[src/rtl/fetch_unit.sv]
// fetch_unit: PC-driven instruction fetch with credit-limited pipelined memory requests,
// an in-order PC-tagged instruction queue, and redirect flush with in-flight discard.
module fetch_unit #(
  parameter logic [31:0] RESET_PC = 32'h0000_0000,
  parameter int          DEPTH    = 2
) (
  input  logic        i_clk,
  input  logic        i_rst,
  output logic        o_imem_req,
  output logic [31:0] o_imem_addr,
  input  logic        i_imem_gnt,
  input  logic        i_imem_rvalid,
  input  logic [31:0] i_imem_rdata,
  input  logic        i_redirect,
  input  logic [31:0] i_redirect_pc,
  output logic        o_inst_valid,
  output logic [31:0] o_inst,
  output logic [31:0] o_inst_pc,
  input  logic        i_inst_ready
);
  localparam int CW = 3;
  localparam logic [CW-1:0] DEP = CW'(DEPTH);
  typedef enum logic {BOOT, RUN} state_t;
  state_t        r_state, w_state_n;
  logic [31:0]   r_pc, r_resp_pc, w_redirect_pc;
  logic [CW-1:0] r_out_cnt, r_q_cnt, r_discard_cnt, w_used, w_wr_idx;
  logic [31:0]   r_q_inst [DEPTH];
  logic [31:0]   r_q_pc [DEPTH];
  logic [31:0]   w_q_inst_n [DEPTH];
  logic [31:0]   w_q_pc_n [DEPTH];
  logic          w_fire, w_rsp, w_push, w_pop;
  assign w_redirect_pc = i_redirect_pc & ~32'd3;
  assign w_used        = r_out_cnt + r_q_cnt;
  assign w_fire        = o_imem_req && i_imem_gnt;
  assign w_rsp         = i_imem_rvalid && (r_out_cnt != '0);
  assign w_push        = w_rsp && (r_discard_cnt == '0) && !i_redirect;
  assign w_pop         = o_inst_valid && i_inst_ready;
  assign w_wr_idx      = r_q_cnt - CW'(w_pop);
  assign o_imem_addr   = r_pc;
  assign o_inst_valid  = (r_q_cnt != '0) && !i_redirect;
  assign o_inst        = r_q_inst[0];
  assign o_inst_pc     = r_q_pc[0];
  always_comb begin
    w_state_n  = r_state;
    o_imem_req = 1'b0;
    if (r_state == BOOT) w_state_n = RUN;
    else o_imem_req = !i_redirect && (w_used < DEP);
  end
  // Shift-register queue: slot 0 is the head and keeps its value once the queue drains.
  always_comb begin
    for (int i = 0; i < DEPTH; i++) begin
      w_q_inst_n[i] = r_q_inst[i];
      w_q_pc_n[i]   = r_q_pc[i];
      if (w_pop && (i + 1 < DEPTH) && (CW'(i + 1) < r_q_cnt)) begin
        w_q_inst_n[i] = r_q_inst[(i + 1) % DEPTH];
        w_q_pc_n[i]   = r_q_pc[(i + 1) % DEPTH];
      end
      if (w_push && (CW'(i) == w_wr_idx)) begin
        w_q_inst_n[i] = i_imem_rdata;
        w_q_pc_n[i]   = r_resp_pc;
      end
    end
  end
  always_ff @(posedge i_clk or posedge i_rst) begin
    if (i_rst) begin
      r_state       <= BOOT;
      r_pc          <= RESET_PC;
      r_resp_pc     <= RESET_PC;
      r_out_cnt     <= '0;
      r_q_cnt       <= '0;
      r_discard_cnt <= '0;
      for (int i = 0; i < DEPTH; i++) begin
        r_q_inst[i] <= '0;
        r_q_pc[i]   <= '0;
      end
    end else begin
      r_state       <= w_state_n;
      r_out_cnt     <= r_out_cnt + CW'(w_fire) - CW'(w_rsp);
      r_q_cnt       <= i_redirect ? '0 : r_q_cnt + CW'(w_push) - CW'(w_pop);
      r_pc          <= i_redirect ? w_redirect_pc : w_fire ? r_pc + 32'd4 : r_pc;
      r_resp_pc     <= i_redirect ? w_redirect_pc : w_push ? r_resp_pc + 32'd4 : r_resp_pc;
      r_discard_cnt <= i_redirect ? r_out_cnt - CW'(w_rsp)
                                  : r_discard_cnt - CW'(w_rsp && (r_discard_cnt != '0));
      for (int i = 0; i < DEPTH; i++) begin
        r_q_inst[i] <= w_q_inst_n[i];
        r_q_pc[i]   <= w_q_pc_n[i];
      end
    end
  end
  a_rvalid_credit: assert property (@(posedge i_clk) disable iff (i_rst)
    !(i_imem_rvalid && (r_out_cnt == '0)));
endmodule

[config.mk]
export PLATFORM = sky130hd
export DESIGN_NAME = fetch_unit
export DESIGN_NICKNAME = d
export VERILOG_FILES = /design/src/rtl/fetch_unit.sv
export SDC_FILE = /design/constraint.sdc
export NUM_CORES = 1
export LEC_CHECK = 0
export CAP_MARGIN = 0
export CORE_MARGIN = 4
export CORE_UTILIZATION = 58
export DETAILED_ROUTE_END_ITERATION = 8
export GPL_ROUTABILITY_DRIVEN = 0
export PLACE_DENSITY = 0.86
export SKIP_LAST_GASP = 1
export SLEW_MARGIN = 20
export SYNTH_ARGS = -nofsm -noshare
export SYNTH_HDL_FRONTEND = slang
export SYNTH_SLANG_ARGS = --single-unit
[constraint.sdc]
create_clock -name i_clk -period 11.01 [get_ports i_clk]
set_input_delay 2.202 -clock i_clk [delete_from_list [all_inputs] [get_ports i_clk]]
set_output_delay 2.202 -clock i_clk [all_outputs]
set_load 0.02 [all_outputs]
=== Word level (Yosys, flattened, before mapping) ===
Index checks and enable logic that the tools add are counted.

* Input port bits: 70
* Bits in read-only memories: 0
* Register bits after elaboration: 202
* Memories: 0
* Memory bits (writable): 0
* Word-level logic and storage cells: 54
* Bits in latches: 0

* Multipliers: 0
* Shifts and indexed selects: 0
* Bitwise operators: 0
* Equality and inequality tests: 1
* Add/sub/neg operators: 10
* Mux-type cells: 11
* $lt $le $gt $ge: 2
* Div/mod/pow operators: 0
* Reductions and logical operators: 20

{| class="wikitable"
|+ Operator list
! kind !! number
|-
| $mux 32 || 8
|-
| $add 32x3->32 const B || 2
|-
| $sub 3x1->3 || 5
|-
| $logic_and 1x1->1 || 11
|-
| $reduce_bool 3->1 || 3
|-
| $add 3x1->3 || 2
|-
| $logic_not 3->1 || 2
|-
| $mux 3 || 2
|-
| $reduce_bool 2->1 || 3
|-
| $add 3x3->3 || 1
|-
| $eq 1x3->1 const A || 1
|-
| $lt 1x3->1 const A || 1
|-
| $lt 3x2->1 const B || 1
|-
| $logic_not 1->1 || 1
|-
| $mux 1 || 1
|}

=== Depth between registers and ports, before layout ===
Gate-level depths: netlist of run 1.

* Word-level depth: 7
* Depth in mapped cells: 14
* Depth with buffers taken out: 11

=== Worst setup path after synthesis of run 1 ===
No wires, ideal clock.

* Path type: input port to output port
* Start: input i_redirect
* End: output o_imem_req
* Data required time: 8808 ps
* Slack: 5454 ps
* Stages: 4
* Arrival time: 3354 ps
* Cell sequence: clkbuf_1 clkbuf_1 buf_1 nor3_1

* Word-level cells in the longest chain between the ends: 3

{| class="wikitable"
|+ RTL lines
! what !! line !! text
|-
| start, declared || 14 || <nowiki>input logic i_redirect,</nowiki>
|-
| $logic_not 1->1 || 47 || <nowiki>else o_imem_req = !i_redirect && (w_used < DEP);</nowiki>
|-
| $logic_and 1x1->1 || 47 ||
|-
| $mux 1 || 46 || <nowiki>if (r_state == BOOT) w_state_n = RUN;</nowiki>
|-
| end, declared || 9 || <nowiki>output logic o_imem_req,</nowiki>
|}

Every way passes these cells.

=== Worst setup path after layout of run 1 ===
Same ends and word-level chain as after synthesis.

==> results.toml, run 1 <==
[power_and_ir_drop]
p_leak_nw = 4.81
power.internal_mw = 1.66
power_frac_clock = 0.248
switching_share = 0.330
seq_power_share = 0.424
p_per_area_nw_per_um2 = 212
finalPower_mw = 2.47
switchingPower_mw = 0.816
ir_worst_vdd_uv = 119
power_frac_comb = 0.328

[sta]
finalClockSkew_ns = 0.0127
hold_viol = 0
max_slew_margin = 0.256
maxSlewViolCount = 0
setup_violations = 0
rsz0062_at_grt = "false"
holdWs_ns = 0.509
max_freq_ghz = 0.176
min_period_ns = 5.70
fin_setup_tns_ns = 0
period_share = 0.517
timing.final.ws_setup_ns = 5.31
tightestPinTransition_ns = 1.12

[placed_design]
placed_cell_area_um2 = 11100
dp_hpwl_mm = 13.8
post-place-ws_ns = 5.32
io_buffer_count = 161
placed_cells = 1176

[yosys]
synth-main-ff-cell = "dfrtp_1"
synth_edf_count = 0
synth_cells = 896
synth_top_cell_area_share = 0.498
yosysUniqueCellTypes = 50
synth_top_cell_by_area = "dfrtp_1"
async_reset_ff_frac = 1.00
avgSynthCellArea_um2 = 10.9
synth-seq-cells = 194
ys_seq_area_frac = 0.498
syn_area_um2 = 9760
synth_warnings = 0
synth.area.top_cells = "dfrtp_1, mux2_2, mux2i_1"

[layout]
fin_nets = 1061
drive_above_1_share = 0.139
layout_commonest_cell = "dfrtp_1"
areaGrowthSynthToFinish_pct = 19.3
n_antenna_cell = 0
fin_cells = 1208
final_area_um2 = 11600
layout_common_cells = "dfrtp_1, clkdlybuf4s50_1, nand2_1"
fin_util = 0.704

[cts]
path_clk_slew_ns = 0.07
cts_buffer_depth = 2
root_buffer = "clkbuf_16"
clock_latency_ns = 0.43
h-tree-depth = 4
tritoncts = "yes"
cts_setup_buffers = 0
cts_sinks = 194
cts_made_buffers = 17
hold_buffers = 0
postCtsResizedCells = 0

[die]
die_y_um = 138
io_pins = 168
rows = 47
die_w_um = 138
core_um2 = 16500
die_area_um2 = 19000
start_util = 0.590

[hold_path]
whs_path_depth = 1
hp-start = "r_q_pc[13]"
hp-class = "register to register"
whs_endpoint = "r_q_pc[13]"

[critical_path]
startpoint_type = "input port"
worstPathArrival_ns = 3.50
r2r_end = "r_out_cnt[2]"
criticalPathCategory = "input port to output pin"
r2r_cells = 12
crit_path_start = "i_redirect"
r2r-start = "r_q_cnt[1]"
r2r_slack_ns = 7.74
path_cells = "buf_2, buf_4, nor3_1, clkdlybuf4s50_1"
max_stage_delay_ns = 0.63
critPathSlowestCell = "clkdlybuf4s50_1"
endpoint_kind = "output pin"
cp_data_required_time_ns = 8.81
cp_max_fo = 55

[global_routing]
grt_pass1_wl_mm = 33.9
gr-total-overflow = 0
grt_util_met3 = 0.0522
grt_max_degree = 134
grt_pass1_vias = 6880
grtUsageMet2 = 0.346
antenna_found_initial = 0
grt-busiest-layer = "met2"
globalRouteMet1Util = 0.320
grt_use_total = 0.225

[routing]
ant_nets = 0
routed_via_density = 5.70
drc = 0
finalWirelength_mm = 20.7
first_pass_iters = 5
num_vias = 6881
wire_per_inst_um = 17.2
drt_iter0_drc = 433

[status]
outcome = "completed"

[job]
cap_violations = 0
## final cells by class
| cell class | instances | area, um2 |
|---|---|---|
| Clock inverter | 12 | 131 |
| Tap cell | 220 | 275 |
| Fill cell | 1119 | 4890 |
| Timing Repair Buffer | 171 | 1680 |
| Clock buffer | 20 | 457 |
| Sequential cell | 194 | 4850 |
| Inverter | 17 | 71.3 |
| Multi-Input combinational cell | 574 | 4170 |
## cell families after synthesis
| kind of cell | after synthesis | share of synthesized area |
|---|---|---|
| buf+inv | 131 | 0.0781 |
| mux | 148 | 0.163 |
| flops | 194 | 0.498 |
| xor+xnor | 46 | 0.0428 |
| other cells | 2 | 0.000770 |
| simple gates | 229 | 0.118 |
| fa+ha+maj | 16 | 0.0228 |
| compound gates | 130 | 0.0772 |
## per-layer routing
layer	wire (um)	part of all wire
met5	0	0
met4	224	0.011
met3	1630	0.079
met1	9370	0.45
met2	9510	0.46
## power by group through the flow
stage	sequential (mW)	combinational, mW	clock (mW)
2_1_floorplan	1.04	0.599	0
3_3_place_gp	1.05	0.788	0
3_5_place_dp	1.06	0.813	0
4_1_cts	1.05	0.820	0.627
5_1_grt	1.07	0.884	0.655
6_report	1.05	0.811	0.614
## registers in the layout, summed over array words and instances (netlist names)
name and count:
o_inst 32, r_q_inst 32, o_imem_addr 30, o_inst_pc 30
r_q_pc 30, r_resp_pc 30, r_discard_cnt 3, r_out_cnt 3
r_q_cnt 3, r_state 1
## cells in the mapped netlist (5+ instances only)
master	count
nand2_1	105
and4_1	9
ha_1	13
and2_1	7
a31oi_1	9
o21ai_0	87
nor2_1	14
nor4_1	6
inv_1	16
xor2_1	22
mux2i_1	64
nor3_1	15
nand3_1	30
buf_2	18
o311ai_0	9
dfrtp_1	194
buf_4	66
xnor2_1	23
buf_1	6
nand4_1	17
a21oi_1	5
and3_1	10
clkbuf_1	24
mux2_2	84
## critical path, delay by kind of cell
| kind | cells | cell delay (ns) |
|---|---|---|
| buf+inv | 3 | 1.01 |
| simple gates | 1 | 0.25 |
## how the worst max path moves through the flow
stage	end	slack [ns]	depth (start not counted)
after detailed placement	o_imem_req	5.32	4
after global routing	o_imem_req	5.21	4
after floorplan	o_imem_addr[10]	3.52	1
after global placement	o_imem_req	5.30	4
final	o_imem_req	5.31	4
after CTS	o_imem_req	5.31	4
No activity file was read; power rests on OpenSTA's default activity.
==> run 2: changes to the inputs <==
--- a/config.mk
+++ b/config.mk
@@ -7,10 +7,10 @@
 export LEC_CHECK = 0
 export CAP_MARGIN = 0
 export CORE_MARGIN = 4
-export CORE_UTILIZATION = 58
+export CORE_UTILIZATION = 54
 export DETAILED_ROUTE_END_ITERATION = 8
 export GPL_ROUTABILITY_DRIVEN = 0
-export PLACE_DENSITY = 0.86
+export PLACE_DENSITY = 0.81
 export SKIP_LAST_GASP = 1
 export SLEW_MARGIN = 20
 export SYNTH_ARGS = -nofsm -noshare
==> constraint.sdc (replaced) <==
create_clock -name i_clk -period 5.88 [get_ports i_clk]
set_input_delay 1.176 -clock i_clk [delete_from_list [all_inputs] [get_ports i_clk]]
set_output_delay 1.176 -clock i_clk [all_outputs]
set_load 0.02 [all_outputs]
==> results.toml, run 2 (same netlist as run 1, synthesis figures left out) <==
[status]
outcome = "completed"

[die]
core_um2 = 17500
die_area_um2 = 20300
io_pins = 168
die_y_um = 142
rows = 48
start_util = 0.558
die_w_um = 142

[hold_path]
hp-start = "r_q_pc[10]"
hp-class = "register to register"
whs_endpoint = "r_q_pc[10]"
whs_path_depth = 1

[cts]
clock_latency_ns = 0.43
path_clk_slew_ns = 0.07
hold_buffers = 0
root_buffer = "clkbuf_16"
postCtsResizedCells = 0
cts_made_buffers = 17
cts_sinks = 194
h-tree-depth = 4
tritoncts = "yes"
cts_setup_buffers = 0
cts_buffer_depth = 2

[routing]
num_vias = 6889
routed_via_density = 5.67
ant_nets = 0
wire_per_inst_um = 17.6
drt_iter0_drc = 360
first_pass_iters = 5
drc = 0
finalWirelength_mm = 21.3

[critical_path]
r2r_end = "r_out_cnt[2]"
r2r_cells = 12
cp_data_required_time_ns = 4.70
worstPathArrival_ns = 2.50
cp_max_fo = 3
endpoint_kind = "output pin"
criticalPathCategory = "register to output pin"
r2r_slack_ns = 2.58
r2r-start = "r_q_cnt[1]"
startpoint_type = "register"

[layout]
fin_util = 0.670
multi_input_area_um2 = 4170
areaGrowthSynthToFinish_pct = 20.1
drive_above_1_share = 0.141
n_antenna_cell = 0
layout_common_cells = "dfrtp_1, clkdlybuf4s50_1, nand2_1"
nFillCells = 1301
layout_commonest_cell = "dfrtp_1"
seq_area_um2 = 4850
fin_nets = 1062

[sta]
hold_viol = 0
max_slew_margin = 0.430
setup_violations = 0
maxSlewViolCount = 0
finalClockSkew_ns = 0.00984
fin_setup_tns_ns = 0
min_period_ns = 3.67
rsz0062_at_grt = "false"
period_share = 0.625
max_freq_ghz = 0.272
tightestPinTransition_ns = 0.852

[power_and_ir_drop]
finalPower_mw = 4.63
ir_worst_vdd_uv = 240
p_per_area_nw_per_um2 = 395
p_leak_nw = 4.83

[global_routing]
grt_pass1_wl_mm = 35.1
antenna_found_initial = 0
grt_pass1_vias = 6775
grt_max_degree = 195
gr-total-overflow = 0
grt_use_total = 0.215

[job]
cap_violations = 0

[placed_design]
io_buffer_count = 161
dp_hpwl_mm = 14.1
-- run 2: through the flow --
| step | instance area (um2) | setup WS, ns | hold WS, ns | cells |
|---|---|---|---|---|
| after CTS | 11700 | 2.18 | 0.511 | 1213 |
| after global placement | 11100 | 2.17 | 0.489 | 1181 |
| after detailed placement | 11100 | 2.13 | 0.496 | 1181 |
| after floorplan | 9770 | 2.00 | 0.466 | 899 |
| after global routing | 11700 | 2.03 | 0.520 | 1214 |
| final | 11700 | 2.21 | 0.506 | 1214 |
-- run 2: layout make-up --
| cell class | count | share of cell area |
|---|---|---|
| flip-flops and latches | 194 | 0.414 |
| multi-input cells | 574 | 0.356 |
| repair buffers | 172 | 0.150 |
| clock buffers | 20 | 0.0398 |
| well taps | 225 | 0.0240 |
| clock inverters | 12 | 0.0103 |
| inverters | 17 | 0.00577 |
-- run 2: worst max-delay path by stage --
stage / cells after the start / slack, ns / endpoint / start
after floorplan: 12 / 2.00 / r_q_inst[0] / i_redirect
after detailed placement: 10 / 2.13 / o_inst[21] / i_redirect
after global routing: 5 / 2.03 / o_imem_req / r_q_cnt[1]
after global placement: 11 / 2.17 / r_q_cnt[2] / i_imem_rvalid
after CTS: 5 / 2.18 / o_imem_req / r_q_cnt[1]
final: 5 / 2.21 / o_imem_req / r_q_cnt[1]
-- run 2: worst max-delay path: stages, from the launching register on --
cell             delay [ns]
dfrtp_1                0.42
inv_1                  0.13
fa_1                   0.41
xnor3_2                0.30
nor3_1                 0.19
clkdlybuf4s50_1        0.64
-- run 2: per-layer routing --
layer / global-route usage / routed length, um
met1: 0.317 / 9930
met2: 0.324 / 9540
met3: 0.0470 / 1630
met4: 0.0585 / 219
met5: 0 / 0
-- run 2: report_power, final --
group | internal, mW | switching (mW)
clock | 0.628 | 0.513
combinational | 0.757 | 0.771
sequential | 1.70 | 0.268
total | 3.08 | 1.55
==> run 3: changes to the inputs <==
==> constraint.sdc (replaced) <==
create_clock -name i_clk -period 3.8 [get_ports i_clk]
set_input_delay 0.76 -clock i_clk [delete_from_list [all_inputs] [get_ports i_clk]]
set_output_delay 0.76 -clock i_clk [all_outputs]
set_load 0.02 [all_outputs]
==> results.toml, run 3 (same netlist as run 1, synthesis figures left out) <==
[status]
outcome = "completed"

[layout]
layout_commonest_cell = "dfrtp_1"
n_antenna_cell = 0
areaGrowthSynthToFinish_pct = 21.1
seq_area_um2 = 4850
drive_above_1_share = 0.145
fin_nets = 1068
fin_cells = 1219
layout_common_cells = "dfrtp_1, clkdlybuf4s50_1, nand2_1"
fin_util = 0.676
multi_input_area_um2 = 4170
nFillCells = 1299

[sta]
maxSlewViolCount = 0
hold_viol = 0
period_share = 0.866
rsz0062_at_grt = "false"
tightestPinTransition_ns = 0.930
setup_violations = 0
min_period_ns = 3.29
finalClockSkew_ns = 0.00916
fin_setup_tns_ns = 0
max_slew_margin = 0.378
max_freq_ghz = 0.304

[critical_path]
r2r_cells = 11
endpoint = "o_imem_req"
worstPathArrival_ns = 2.53
cp_max_fo = 4
cp_data_required_time_ns = 3.04
critPathSlowestCell = "clkdlybuf4s50_1"
max_stage_delay_ns = 0.64
startpoint_type = "register"
criticalPathCategory = "register to output pin"
crit_path_start = "r_out_cnt[1]"
r2r_slack_ns = 0.89
r2r_end = "r_out_cnt[2]"
path_cells = "inv_1, fa_1, xnor3_2, nor3_1, clkdlybuf4s50_1"
endpoint_kind = "output pin"
r2r-start = "r_out_cnt[1]"

[cts]
postCtsResizedCells = 0
cts_made_buffers = 17
root_buffer = "clkbuf_16"
path_clk_slew_ns = 0.07
h-tree-depth = 4
cts_sinks = 194
cts_buffer_depth = 2
hold_buffers = 0
clock_latency_ns = 0.43
cts_setup_buffers = 0
tritoncts = "yes"

[power_and_ir_drop]
p_leak_nw = 4.87
power_frac_comb = 0.329
switching_share = 0.328
seq_power_share = 0.418
power.internal_mw = 4.88
switchingPower_mw = 2.38
power_frac_clock = 0.253
ir_worst_vdd_uv = 369
finalPower_mw = 7.26
p_per_area_nw_per_um2 = 615

[die]
rows = 48
start_util = 0.558
io_pins = 168
die_area_um2 = 20300
die_y_um = 142
die_w_um = 142
core_um2 = 17500

[hold_path]
hp-start = "r_q_inst[8]"
hp-class = "register to register"

[global_routing]
grt_pass1_vias = 6916
antenna_found_initial = 0
grt_max_degree = 125
grt_use_total = 0.220
grt_pass1_wl_mm = 35.9
gr-total-overflow = 0

[routing]
num_vias = 6940
drc = 0
drt_iter0_drc = 377
first_pass_iters = 6
wire_per_inst_um = 17.8
ant_nets = 0
routed_via_density = 5.69
finalWirelength_mm = 21.7

[placed_design]
dp_hpwl_mm = 15.0
io_buffer_count = 161
placed_cells = 1188

[job]
cap_violations = 0
-- run 3: cell count changes in the layout (fill, tap and decap cells not counted), sizes merged --
cell	delta
buf	+6
bufinv	+2
clkbuf	-1
clkinvlp	+1
inv	-3
-- run 3: critical path, delay by kind of cell, from the launching register on --
kind,cells,cell delay (ns)
buffers and inverters,2,0.77
and+or+nand+nor,1,0.21
adders and majority gates,1,0.45
DFF,1,0.37
xor gates and xnor gates,1,0.30
-- run 3: metrics by stage --
step / worst slack, ns / hold WS (ns) / area, um2
CTS: 0.489 / 0.511 / 11800
floorplan: 0.336 / 0.466 / 9770
detailed placement: 0.643 / 0.496 / 11200
global route: 0.406 / 0.522 / 11800
finish: 0.509 / 0.505 / 11800
global placement: 0.688 / 0.489 / 11200
-- run 3: layout make-up --
type                       count  share of cell area
clock buffer                  19              0.0383
timing repair buffer         178               0.155
tap                          225              0.0238
inverter                      17             0.00572
clock inverter                12              0.0131
sequential                   194               0.411
multi-input combinational    574               0.353
-- run 3: worst min-delay path by stage --
stage	to	slack, ns	cells past startpoint
after detailed placement	r_q_inst[21]	0.50	1
final	r_q_inst[8]	0.51	1
after global routing	r_q_inst[18]	0.52	1
after floorplan	o_inst_pc[31]	0.47	2
after global placement	r_q_inst[29]	0.49	1
after CTS	r_q_inst[16]	0.51	1
-- run 3: power by group through the flow --
| stage | logic (mW) | clock network, mW | registers (mW) |
|---|---|---|---|
| 2_1_floorplan | 1.73 | 0 | 3.00 |
| 3_3_place_gp | 2.32 | 0 | 3.04 |
| 3_5_place_dp | 2.40 | 0 | 3.07 |
| 4_1_cts | 2.42 | 1.87 | 3.04 |
| 5_1_grt | 2.60 | 1.96 | 3.12 |
| 6_report | 2.39 | 1.84 | 3.04 |
-- run 3: metal layers --
metal  share of wire  GRT usage
met5               0          0
met4           0.013     0.0570
met3           0.072     0.0474
met2            0.46      0.342
met1            0.45      0.317
